**config.mk**
```make
export PLATFORM = sky130hd
export DESIGN_NAME = spike_arbiter
export DESIGN_NICKNAME = d
export VERILOG_FILES = /design/src/rtl/spike_arbiter.sv
export SDC_FILE = /design/constraint.sdc
export NUM_CORES = 1
export LEC_CHECK = 0
export BUFFER_PORTS_ARGS = -buffer_cell sky130_fd_sc_hd__buf_2
export CAP_MARGIN = 20
export CORE_MARGIN = 2
export CORE_UTILIZATION = 60
export CTS_BUF_LIST = sky130_fd_sc_hd__clkbuf_4 sky130_fd_sc_hd__clkbuf_8
export CTS_CLUSTER_SIZE = 16
export DETAILED_ROUTE_END_ITERATION = 16
export PLACE_DENSITY = 0.83
export SETUP_SLACK_MARGIN = 0.4
export SLEW_MARGIN = 20
export SYNTH_ARGS = -nofsm -noshare
export SYNTH_HDL_FRONTEND = slang
export SYNTH_SLANG_ARGS = --single-unit
```
**constraint.sdc**
```tcl
create_clock -name clk -period 8.83 [get_ports clk]
set_input_delay 1.766 -clock clk [delete_from_list [all_inputs] [get_ports clk]]
set_output_delay 1.766 -clock clk [all_outputs]
set_load 0.02 [all_outputs]
```
**src/rtl/spike_arbiter.sv**
```systemverilog
// spike_arbiter: latches per-source spike pulses into pending flags and
// grants one pending source per cycle, round-robin, onto a registered
// valid/ready output feeding the axon interface (spike_in / source_id).
// Collisions with a still-pending source are dropped and counted.
module spike_arbiter #(
  parameter int unsigned NUM_SRC    = 8,
  parameter int unsigned ADDR_WIDTH = 4
) (
  input  logic                  clk,
  input  logic                  rst,
  input  logic                  enable,
  input  logic                  flush,
  input  logic [NUM_SRC-1:0]    spike_req,
  input  logic                  out_ready,
  output logic                  out_spike,
  output logic [ADDR_WIDTH-1:0] out_source_id,
  output logic [NUM_SRC-1:0]    pending,
  output logic [7:0]            drop_count,
  output logic                  busy
);

  localparam int unsigned PTR_W   = (NUM_SRC > 1) ? $clog2(NUM_SRC) : 1;
  localparam int unsigned SCAN_W  = PTR_W + 1;
  localparam int unsigned POP_W   = $clog2(NUM_SRC + 1);
  localparam int unsigned SUM_W   = POP_W + 9;
  localparam int unsigned CNT_MAX = 255;

  logic [NUM_SRC-1:0]    pending_q, pending_d;
  logic [PTR_W-1:0]      rr_ptr_q, rr_ptr_d;
  logic                  out_spike_q, out_spike_d;
  logic [ADDR_WIDTH-1:0] out_source_id_q, out_source_id_d;
  logic [7:0]            drop_count_q, drop_count_d;

  logic                  free_c;
  logic                  grant_c;
  logic                  gnt_found;
  logic [PTR_W-1:0]      gnt_idx;
  logic [SCAN_W-1:0]     scan_idx;
  logic [NUM_SRC-1:0]    gnt_vec;
  logic [NUM_SRC-1:0]    drop_vec;
  logic [POP_W-1:0]      drop_pop;
  logic [SUM_W-1:0]      drop_sum;

  // First pending source at or above rr_ptr, wrapping modulo NUM_SRC.
  always_comb begin
    gnt_found = 1'b0;
    gnt_idx   = '0;
    scan_idx  = '0;
    for (int unsigned k = 0; k < NUM_SRC; k++) begin
      scan_idx = SCAN_W'(rr_ptr_q) + SCAN_W'(k);
      if (scan_idx >= SCAN_W'(NUM_SRC)) begin
        scan_idx = scan_idx - SCAN_W'(NUM_SRC);
      end
      if (!gnt_found && pending_q[PTR_W'(scan_idx)]) begin
        gnt_found = 1'b1;
        gnt_idx   = PTR_W'(scan_idx);
      end
    end
  end

  assign free_c  = !out_spike_q || out_ready;
  assign grant_c = enable && free_c && gnt_found && !flush;

  // One-hot of the source being granted this cycle (zero when no grant).
  always_comb begin
    gnt_vec = '0;
    if (grant_c) begin
      gnt_vec[gnt_idx] = 1'b1;
    end
  end

  // Pending flags and drop accounting; flush discards everything incoming.
  always_comb begin
    pending_d = '0;
    drop_vec  = '0;
    drop_pop  = '0;
    if (!flush) begin
      pending_d = (pending_q & ~gnt_vec) | spike_req;
      drop_vec  = spike_req & pending_q & ~gnt_vec;
    end
    for (int unsigned i = 0; i < NUM_SRC; i++) begin
      drop_pop = drop_pop + POP_W'(drop_vec[i]);
    end
    drop_sum     = SUM_W'(drop_count_q) + SUM_W'(drop_pop);
    drop_count_d = (drop_sum > SUM_W'(CNT_MAX)) ? 8'hFF : drop_sum[7:0];
  end

  // Output stage and round-robin pointer; output holds under backpressure.
  always_comb begin
    out_spike_d     = out_spike_q;
    out_source_id_d = out_source_id_q;
    rr_ptr_d        = rr_ptr_q;
    if (flush) begin
      out_spike_d = 1'b0;
    end else if (grant_c) begin
      out_spike_d     = 1'b1;
      out_source_id_d = ADDR_WIDTH'(gnt_idx);
      rr_ptr_d        = (gnt_idx == PTR_W'(NUM_SRC - 1)) ? '0 : gnt_idx + PTR_W'(1);
    end else if (free_c) begin
      out_spike_d = 1'b0;
    end
  end

  // State registers.
  always_ff @(posedge clk or negedge rst) begin
    if (!rst) begin
      pending_q       <= '0;
      rr_ptr_q        <= '0;
      out_spike_q     <= 1'b0;
      out_source_id_q <= '0;
      drop_count_q    <= '0;
    end else begin
      pending_q       <= pending_d;
      rr_ptr_q        <= rr_ptr_d;
      out_spike_q     <= out_spike_d;
      out_source_id_q <= out_source_id_d;
      drop_count_q    <= drop_count_d;
    end
  end

  assign out_spike     = out_spike_q;
  assign out_source_id = out_source_id_q;
  assign pending       = pending_q;
  assign drop_count    = drop_count_q;
  assign busy          = (|pending_q) || out_spike_q;

endmodule

```
==> results of run 1 <==
[cells by family after synthesis]
family	share of synthesized area (%)
AND/OR/NAND/NOR	15.6
AO/OA/AOI/OAI	19.0
buffers and inverters	7.04
multiplexers	21.4
flip-flops	24.5
adder cells (fa/ha/maj)	8.53
XOR/XNOR	3.73
other	0.160
[worst max-delay path, cell delays in order (launching register included)]
cell and delay, ps:
dfrtp_1 720, inv_1 280, ha_1 580, mux4_1 680
a22oi_1 230, a21boi_0 160, nor2_1 120, a2bb2oi_1 250
o32a_1 500, nor3_4 120, a2111oi_2 440, fa_1 480
inv_1 90, fa_1 390, inv_1 90, fa_1 420
fa_1 450, inv_1 80, fa_1 170, nor2b_1 50
o21ai_0 180, nand2b_1 150, nand3_1 220, o21ai_0 120
[Yosys cell counts (3+ instances only)]
master,n
nor2_1,15
a21o_1,3
o21ai_0,15
nor3_1,6
nand2b_1,4
nand3_1,6
fa_1,5
mux4_2,5
a21oi_1,7
buf_2,5
mux2_2,4
buf_6,3
nand2_1,22
mux4_1,8
mux2i_1,12
a311oi_1,3
clkbuf_1,3
nor2b_1,5
xnor2_1,5
inv_1,20
dfrtp_1,23
xor2_1,5
ha_1,8
[registers in the layout (all words and copies together), names as in the netlist]
register       cells
drop_count         8
pending            8
out_source_id      3
rr_ptr_q           3
out_spike          1
[layout by cell type (no fill, tap or decap), drive strengths merged, types with 2 or more instances in the layout]
cell     count
nand3        7
fa           5
dfrtp       23
nand2       23
a2111oi      2
o21a         2
nor3         7
mux4        13
nand2b       4
mux2         5
inv         20
a21o         3
mux2i       12
nor2        17
buf         34
xnor2        5
nor2b        5
nand4        2
a311oi       3
o21ai       16
o31a         2
a21oi        7
nor4         2
o31ai        2
clkbuf       3
xor2         5
ha           8
[per-stage QoR]
step	hold WS, ps	utilization (%)
after floorplan	579	-
after global placement	455	67.0
after detailed placement	484	67.0
after CTS	504	68.3
after global routing	539	68.3
final	502	68.3
[area by class of cell]
cell class	instances	area share, %
clock buffers	3	1.63
multi-input cells	180	63.3
clock inverters	1	0.296
inverters	20	2.96
well taps	48	2.37
repair buffers	34	6.80
flip-flops and latches	23	22.7
[worst paths after layout]
path | to | cells past startpoint | slack (ps) | from
max | drop_count[2]$_DFF_PN0_ | 23 | 1720 | rr_ptr_q[0]$_DFFE_PN0P_
min | out_source_id[2]$_DFFE_PN0P_ | 2 | 500 | out_source_id[2]$_DFFE_PN0P_
max reg2reg | drop_count[2]$_DFF_PN0_ | 23 | 1720 | rr_ptr_q[0]$_DFFE_PN0P_
min reg2reg | out_source_id[2]$_DFFE_PN0P_ | 2 | 500 | out_source_id[2]$_DFFE_PN0P_
max in group asynchronous | out_source_id[0]$_DFFE_PN0P_ | 1 | 7020 | rst
min in group asynchronous | drop_count[1]$_DFF_PN0_ | 1 | 1460 | rst
[routing by layer]
layer / wire [um] / track usage, %
met5: 0 / 0
met4: 168 / 13.5
met3: 369 / 4.22
met1: 2400 / 38.1
met2: 2850 / 47.0
==> metrics.md, run 1 <==
| Metric | Value |
|---|---|
| Finished Cell Area | `2540 um^2` |
| Antenna-violating nets left | `0` |
| Hold Buf Count CTS | `0` |
| Multi-input logic area | `1610 um^2` |
| Final setup viols | `0` |
| Yosys cell types | `60` |
| Run status | `finished clean` |
| WS Path Type | `reg2reg` |
| Maximum clock rate | `141 MHz` |
| Vias in the first global route | `2010` |
| Place WS | `1760 ps` |
| H-tree Lvls | `1` |
| Final routed DRC violation total | `0` |
| CTS tree | `built` |
| Synth area leaders | `dfrtp_1 (25%), mux4_1 (9.0%), mux2i_1 (5.1%)` |
| Total iterations of the first detailed-routing run | `5` |
| #FFs+latches synth | `23` |
| Initial antenna violation count | `0` |
| Final-report max-slew violation count | `0` |
| First-pass GRT wire length | `9.49 mm` |
| GRT overflow | `0` |
| Antenna diode count | `0` |
| Die width | `66.5 um` |
| Starting Density | `63.2%` |
| Setup repair bufs after CTS | `0` |
| DP Cell Count | `305` |
| Cells after Synth | `237` |
| HP Class | `reg2reg` |
| Slew headroom | `51.8%` |
| Crit path DAT | `7260 ps` |
| Final hold vios | `0` |
| Port bufs | `33` |
| Least-Margin Pin Slew | `722 ps` |
| Chip height | `66.5 um` |
| Placer's final routability congestion estimate | `0.996` |
| CP startpoint kind | `register` |
| HPWL Detailed | `4.47 mm` |
| Area share of the largest cell type after synthesis | `24.5%` |
| Syn nets | `263` |
| Clock slew at reported path FFs | `90 ps` |
| Sequential-to-total area share from yosys stat | `24.5%` |
| I/O pin count | `35` |
| Nets@finish | `288` |
| Setup TNS | `0 ps` |
| Cell Rows | `22` |
| Asr flop ratio synth | `100%` |
| RSZ-0062 raised after global routing | `false` |
| Crit path max fanout | `14` |
| Final worst slack | `1720 ps` |
| CTS root buf | `clkbuf_8` |
| Tot GR Track Use | `28.9%` |
| Final WL | `5.79 mm` |
| Number of synthesized flops with an enable pin | `0` |
| Drt via density | `6.54` |
| YS warnings | `0` |
| Fraction of layout cells with a size suffix above 1 | `23.8%` |
| Yosys top cell by area | `dfrtp_1` |
| Syn_area_per_cell | `9.90 um^2` |
| Largest net degree at the start of global routing | `24` |
| Sink Count | `23` |
| Ys flop type | `dfrtp_1` |
| Max cap viols | `0` |
| Via count | `2020` |
| PostCTS Resize Cnt | `0` |
| Fill count | `291` |
| Final cell count without fillers | `309` |
| Sequential Area | `576 um^2` |
| Worst EP required | `8980 ps` |
| Final worst path period share | `80.5%` |
| Clock latency on the worst-skew pair | `270 ps` |
| Placed Area | `2490 um^2` |
| CTS Buf Count | `3` |
| DRT iter0 DRCs | `155` |
| Synth-to-layout area growth | `8.16%` |
| Post-synthesis cell area | `2350 um^2` |
| Core Area | `3720 um^2` |
| Die area | `4430 um^2` |
| Crit end category | `register` |
| Routed len/inst | `18.7 um` |
| Clock buffer depth | `2` |
| Final min period | `7110 ps` |
| Worst Clk Skew | `5.23 ps` |
Power of run 1 is left out: the tool's default activity adds up to more than one toggle a clock period on the data nets, which glitch-free logic cannot reach.
==> inputs of run 2 (changes only) <==
==> constraint.sdc (replaced) <==
create_clock -name clk -period 7 [get_ports clk]
set_input_delay 1.4 -clock clk [delete_from_list [all_inputs] [get_ports clk]]
set_output_delay 1.4 -clock clk [all_outputs]
set_load 0.02 [all_outputs]
==> run 2 against run 1 <==
  * Clock-buffer cell count is the same
  * Sequential cell count is the same
  * Global-route usage shrank 0.36 points
  * Setup slack lost 940 ps
  * Largest cell class unchanged
==> metrics.md, run 2 (synthesis results as in run 1) <==
| Metric | Value |
|---|---|
| Most frequent cells in the layout | `buf_2 (33), dfrtp_1 (23), nand2_1 (22), inv_1 (19)` |
| Chip height | `66.5 um` |
| DRT iter0 DRCs | `205` |
| Antenna diode count | `0` |
| Critical path's most frequent cell | `fa_1` |
| WHS Endpoint | `out_source_id[2]$_DFFE_PN0P_` |
| Run status | `finished clean` |
| I/O pin count | `35` |
| Final worst path period share | `88.9%` |
| Die area | `4430 um^2` |
| Final routed DRC violation total | `0` |
| HP Start | `out_source_id[2]$_DFFE_PN0P_` |
| Slew headroom | `48.6%` |
| Final setup viols | `0` |
| Fraction of layout cells with a size suffix above 1 | `25.6%` |
| Final WL | `5.74 mm` |
| PostCTS Resize Cnt | `0` |
| Clock slew at reported path FFs | `90 ps` |
| GRT overflow | `0` |
| Sink Count | `23` |
| FF-to-FF path depth | `24` |
| Delay-heaviest family, CP | `adder cells` |
| Hold Buf Count CTS | `0` |
| Crit-path max cell delay | `570 ps` |
| Clock latency on the worst-skew pair | `260 ps` |
| Cell Rows | `22` |
| Clock buffer depth | `2` |
| Tot GR Track Use | `28.5%` |
| HPWL Detailed | `4.28 mm` |
| First-pass GRT wire length | `9.67 mm` |
| WS Path Type | `reg2reg` |
| Die width | `66.5 um` |
| Max cap viols | `0` |
| Drt via density | `6.58` |
| Vias in the first global route | `1972` |
| Worst reg2reg startpoint | `rr_ptr_q[0]$_DFFE_PN0P_` |
| HP Class | `reg2reg` |
| R2R setup slack | `780 ps` |
| Critical Path Slowest Stage Cell | `fa_1` |
| Crit path buf inv count | `5` |
| CP startpoint kind | `register` |
| Via count | `2039` |
| Setup TNS | `0 ps` |
| Commonest non-fill, non-tap cell in the layout | `buf_2` |
| Antenna-violating nets left | `0` |
| Setup repair bufs after CTS | `0` |
| CTS Buf Count | `3` |
| Crit-path cells | `inv_2 -> ha_4 -> inv_1 -> mux4_2 -> a32o_2 -> nand3_4 -> nor3_1 -> o32a_2 -> nor3_4 -> a2111oi_2 -> fa_1 -> inv_1 -> fa_1 -> inv_1 -> fa_1 -> fa_1 -> inv_1 -> fa_1 -> nor2b_1 -> o21ai_0 -> nand2b_1 -> nand3_1 -> nor3_1 -> a21oi_1` |
| Starting Density | `63.2%` |
| H-tree Lvls | `1` |
| RSZ-0062 raised after global routing | `false` |
| Final min period | `6220 ps` |
| CTS root buf | `clkbuf_8` |
| Total iterations of the first detailed-routing run | `5` |
| Crit end category | `register` |
| Synth-to-layout area growth | `9.28%` |
| Reg-to-reg endpoint | `drop_count[6]$_DFF_PN0_` |
| Placer's final routability congestion estimate | `0.979` |
| Core Area | `3720 um^2` |
| Nets@finish | `289` |
| CTS tree | `built` |
| Maximum clock rate | `161 MHz` |
| Largest net degree at the start of global routing | `24` |
| Routed len/inst | `18.5 um` |
| Port bufs | `33` |
| Final hold vios | `0` |
| Fill count | `289` |
| Initial antenna violation count | `0` |
| Worst Clk Skew | `4.65 ps` |
| Worst EP required | `7150 ps` |
| Least-Margin Pin Slew | `763 ps` |
| Final-report max-slew violation count | `0` |
| Crit path max fanout | `10` |
| Crit path DAT | `6380 ps` |
| Hold Path Cell Cnt | `2` |
## run 2: worst max-delay path by stage
stage | start | end | slack (ps) | cells past startpoint
final | rr_ptr_q[0]$_DFFE_PN0P_ | drop_count[6]$_DFF_PN0_ | 780 | 24
after global routing | rr_ptr_q[0]$_DFFE_PN0P_ | drop_count[6]$_DFF_PN0_ | 390 | 23
after CTS | rr_ptr_q[0]$_DFFE_PN0P_ | drop_count[3]$_DFF_PN0_ | 500 | 23
after detailed placement | rr_ptr_q[0]$_DFFE_PN0P_ | drop_count[3]$_DFF_PN0_ | 520 | 22
after global placement | rr_ptr_q[0]$_DFFE_PN0P_ | drop_count[2]$_DFF_PN0_ | 640 | 23
after floorplan | rr_ptr_q[1]$_DFFE_PN0P_ | drop_count[6]$_DFF_PN0_ | 770 | 27
## run 2: worst reg2reg max path: stages, from the launching register on
cell and delay [ps]:
dfrtp_1 400, inv_2 150, ha_4 270, inv_1 140, mux4_2 530, a32o_2 340, nand3_4 130, nor3_1 70
o32a_2 500, nor3_4 290, a2111oi_2 120, fa_1 540, inv_1 50, fa_1 520, inv_1 50, fa_1 570
fa_1 200, inv_1 60, fa_1 380, nor2b_1 140, o21ai_0 100, nand2b_1 190, nand3_1 150, nor3_1 160
a21oi_1 60
## run 2: final cells by class
type,count,area [um^2],area share [%]
multi-input combinational,180,1630,63.4
clock buffer,3,41.3,1.61
sequential,23,576,22.4
clock inverter,1,7.51,0.293
tap,48,60.1,2.34
inverter,20,75.1,2.93
timing repair buffer,35,180,7.02
## run 2: per-stage QoR
stage	utilization (%)	instances	setup slack, ps	area [um^2]	hold slack [ps]
detailed placement	67.2	306	520	2500	461
CTS	68.5	310	500	2550	480
global placement	67.2	306	637	2500	459
global route	69.0	310	387	2560	508
finish	69.0	310	776	2560	473
floorplan	-	237	773	2350	579
## run 2: per-layer routing
layer,GRT usage (%),vias to the layer above,share of wire (%)
met5,0,-,0
met4,5.61,0,0.80
met3,4.22,6,7.1
met2,47.5,91,50
met1,39.9,1015,42
li1,-,927,-
Power of run 2 is left out for the same reason.
==> inputs of run 3 (changes only) <==
--- a/config.mk
+++ b/config.mk
@@ -5,14 +5,14 @@
 export SDC_FILE = /design/constraint.sdc
 export NUM_CORES = 1
 export LEC_CHECK = 0
+export ABC_AREA = 1
 export BUFFER_PORTS_ARGS = -buffer_cell sky130_fd_sc_hd__buf_2
 export CAP_MARGIN = 20
-export CORE_MARGIN = 2
-export CORE_UTILIZATION = 60
+export CORE_UTILIZATION = 59
 export CTS_BUF_LIST = sky130_fd_sc_hd__clkbuf_4 sky130_fd_sc_hd__clkbuf_8
 export CTS_CLUSTER_SIZE = 16
 export DETAILED_ROUTE_END_ITERATION = 16
-export PLACE_DENSITY = 0.83
+export PLACE_DENSITY = 0.8
 export SETUP_SLACK_MARGIN = 0.4
 export SLEW_MARGIN = 20
 export SYNTH_ARGS = -nofsm -noshare
==> run 3 against run 2 <==
  * The flow now finishes with violations (DRC)
  * Via count up 0.44%
  * Cell area down 3.2%
  * Setup slack better by 180 ps
  * Die area down 8.2%
  * Worst hold slack better by 10 ps
  * Sequential cell count unchanged
  * Clock skew about the same
  * Highest routed layer unchanged
==> metrics.md, run 3 <==
| Metric | Value |
|---|---|
| Run status | `finished, violations left` |
| Violated checks | `DRC` |
| Largest net degree at the start of global routing | `24` |
| H-tree Lvls | `1` |
| Final WL | `5.07 mm` |
| Antenna diode count | `0` |
| Synth-to-layout area growth | `10.3%` |
| Tot GR Track Use | `28.7%` |
| Final setup viols | `0` |
| Sink Count | `23` |
| Clock latency on the worst-skew pair | `260 ps` |
| Crit path launch | `rr_ptr_q[0]$_DFFE_PN0P_` |
| Final-report max-slew violation count | `0` |
| CTS Buf Count | `3` |
| Layout Utilization | `67.8%` |
| Vias in the first global route | `2063` |
| Crit path DAT | `6180 ps` |
| Yosys top cell by area | `dfrtp_1` |
| Crit path max fanout | `11` |
| HPWL Detailed | `4.28 mm` |
| CP startpoint kind | `register` |
| Post-synthesis cell area | `2250 um^2` |
| Cells after Synth | `308` |
| Area share of the largest cell type after synthesis | `25.6%` |
| Crit end category | `register` |
| Final routed DRC violation total | `1` |
| Least-Margin Pin Slew | `507 ps` |
| Asr flop ratio synth | `100%` |
| Final worst path period share | `86.3%` |
| Yosys cell types | `40` |
| Metal-1 WL | `2.37 mm` |
| Most frequent cells in the layout | `nand2_1 (68), inv_1 (40), buf_2 (33), nand3_1 (30), nor2_1 (27)` |
| Core Area | `3660 um^2` |
| Starting Density | `61.5%` |
| Critical path's most frequent cell | `nand2_1` |
| Met2 wire length | `2.41 mm` |
| Worst Clk Skew | `4.82 ps` |
| Total iterations of the first detailed-routing run | `10` |
| HP Start | `out_source_id[1]$_DFFE_PN0P_` |
| Finished Cell Area | `2480 um^2` |
| Final min period | `6040 ps` |
| Top cells by count, synth | `nand2_1 (68), inv_1 (40), nand3_1 (30), nor2_1 (27), dfrtp_1 (23)` |
| Number of synthesized flops with an enable pin | `0` |
| Synth area leaders | `dfrtp_1 (26%), nand2_1 (11%), nand3_2 (7.1%)` |
| Port bufs | `33` |
| Ys flop type | `dfrtp_1` |
| Clock slew at reported path FFs | `90 ps` |
| Placed Area | `2430 um^2` |
| Critical Path Slowest Stage Cell | `fa_1` |
| Cell Rows | `22` |
| Placer's final routability congestion estimate | `0.969` |
| Nets@finish | `367` |
| Clock buffer depth | `2` |
| Syn nets | `334` |
| HP Class | `reg2reg` |
| Top sig layer | `met4` |
| Die area | `4070 um^2` |
| Hold Buf Count CTS | `0` |
| Syn_area_per_cell | `7.31 um^2` |
| R2R setup slack | `960 ps` |
| CTS root buf | `clkbuf_8` |
| RSZ-0062 raised after global routing | `false` |
| Chip height | `63.8 um` |
| Initial antenna violation count | `0` |
| Worst EP required | `7140 ps` |
| GRT overflow | `0` |
| CTS tree | `built` |
| Sequential-to-total area share from yosys stat | `25.6%` |
| Maximum clock rate | `166 MHz` |
| Die width | `63.8 um` |
| Antenna-violating nets left | `0` |
| First-pass GRT wire length | `9.20 mm` |
| Max cap viols | `0` |
| Commonest non-fill, non-tap cell in the layout | `nand2_1` |
| Slew headroom | `66.2%` |
| Wire length on met3 | `217 um` |
| WS Path Type | `reg2reg` |
| Worst reg2reg startpoint | `rr_ptr_q[0]$_DFFE_PN0P_` |
| Via count | `2048` |
| I/O pin count | `35` |
| Final hold vios | `0` |
| #FFs+latches synth | `23` |
| DRT iter0 DRCs | `111` |
| YS warnings | `0` |
| Fraction of layout cells with a size suffix above 1 | `29.4%` |
| Routed len/inst | `13.1 um` |
| Setup TNS | `0 ps` |
| Drt via density | `5.28` |
| Most frequent cell after synthesis | `nand2_1` |
| Crit-path max cell delay | `530 ps` |
## run 3: layout make-up
class	instances	area (um^2)
clock buffer	3	41.3
inverter	49	198
clock inverter	1	7.51
fill	334	1180
multi-input combinational	230	1430
timing repair buffer	34	173
sequential	23	578
tap	48	60.1
## run 3: what timing repair did
item,in CTS,in global routing
resized for setup,0,2
setup endpoints to repair,0,7
buffers inserted,0,0
## run 3: worst paths after layout
path,cells after the start,to
max,31,drop_count[3]$_DFF_PN0_
min,2,out_source_id[1]$_DFFE_PN0P_
max reg2reg,31,drop_count[3]$_DFF_PN0_
min reg2reg,2,out_source_id[1]$_DFFE_PN0P_
max in group asynchronous,1,rr_ptr_q[1]$_DFFE_PN0P_
min in group asynchronous,1,drop_count[1]$_DFF_PN0_
## run 3: worst max-delay path, delay by kind of cell, from the launching register on
| family | cells | cell delay (ps) |
|---|---|---|
| simple gates | 17 | 1870 |
| fa+ha+maj | 6 | 2550 |
| flops | 1 | 500 |
| compound gates | 2 | 270 |
| buf+inv | 6 | 710 |
## run 3: metrics by stage
| step | setup slack (ps) | std cells | hold WS [ps] |
|---|---|---|---|
| 2_1_floorplan | 1220 | 308 | 586 |
| 3_3_place_gp | 1070 | 384 | 461 |
| 3_5_place_dp | 867 | 384 | 469 |
| 4_1_cts | 846 | 388 | 491 |
| 5_1_grt | 473 | 388 | 521 |
| 6_report | 958 | 388 | 484 |
## run 3: cell families (layout without fill, tap and decap cells)
kind of cell / count (synthesis) / in the layout / share of synthesized area [%]
AND/OR/NAND/NOR: 187 / 187 / 46.1
adder cells (fa/ha/maj): 13 / 13 / 8.89
other: 1 / 1 / 0.167
flip-flops: 23 / 23 / 25.6
XOR/XNOR: 4 / 4 / 2.22
AO/OA/AOI/OAI: 25 / 25 / 5.89
buffers and inverters: 55 / 87 / 11.1
## run 3: layer usage
layer,GRT usage (%),up-vias
li1,-,1049
met1,39.5,941
met2,48.8,52
met3,2.32,6
met4,6.82,0
met5,0,-
Power of run 3 is left out for the same reason.
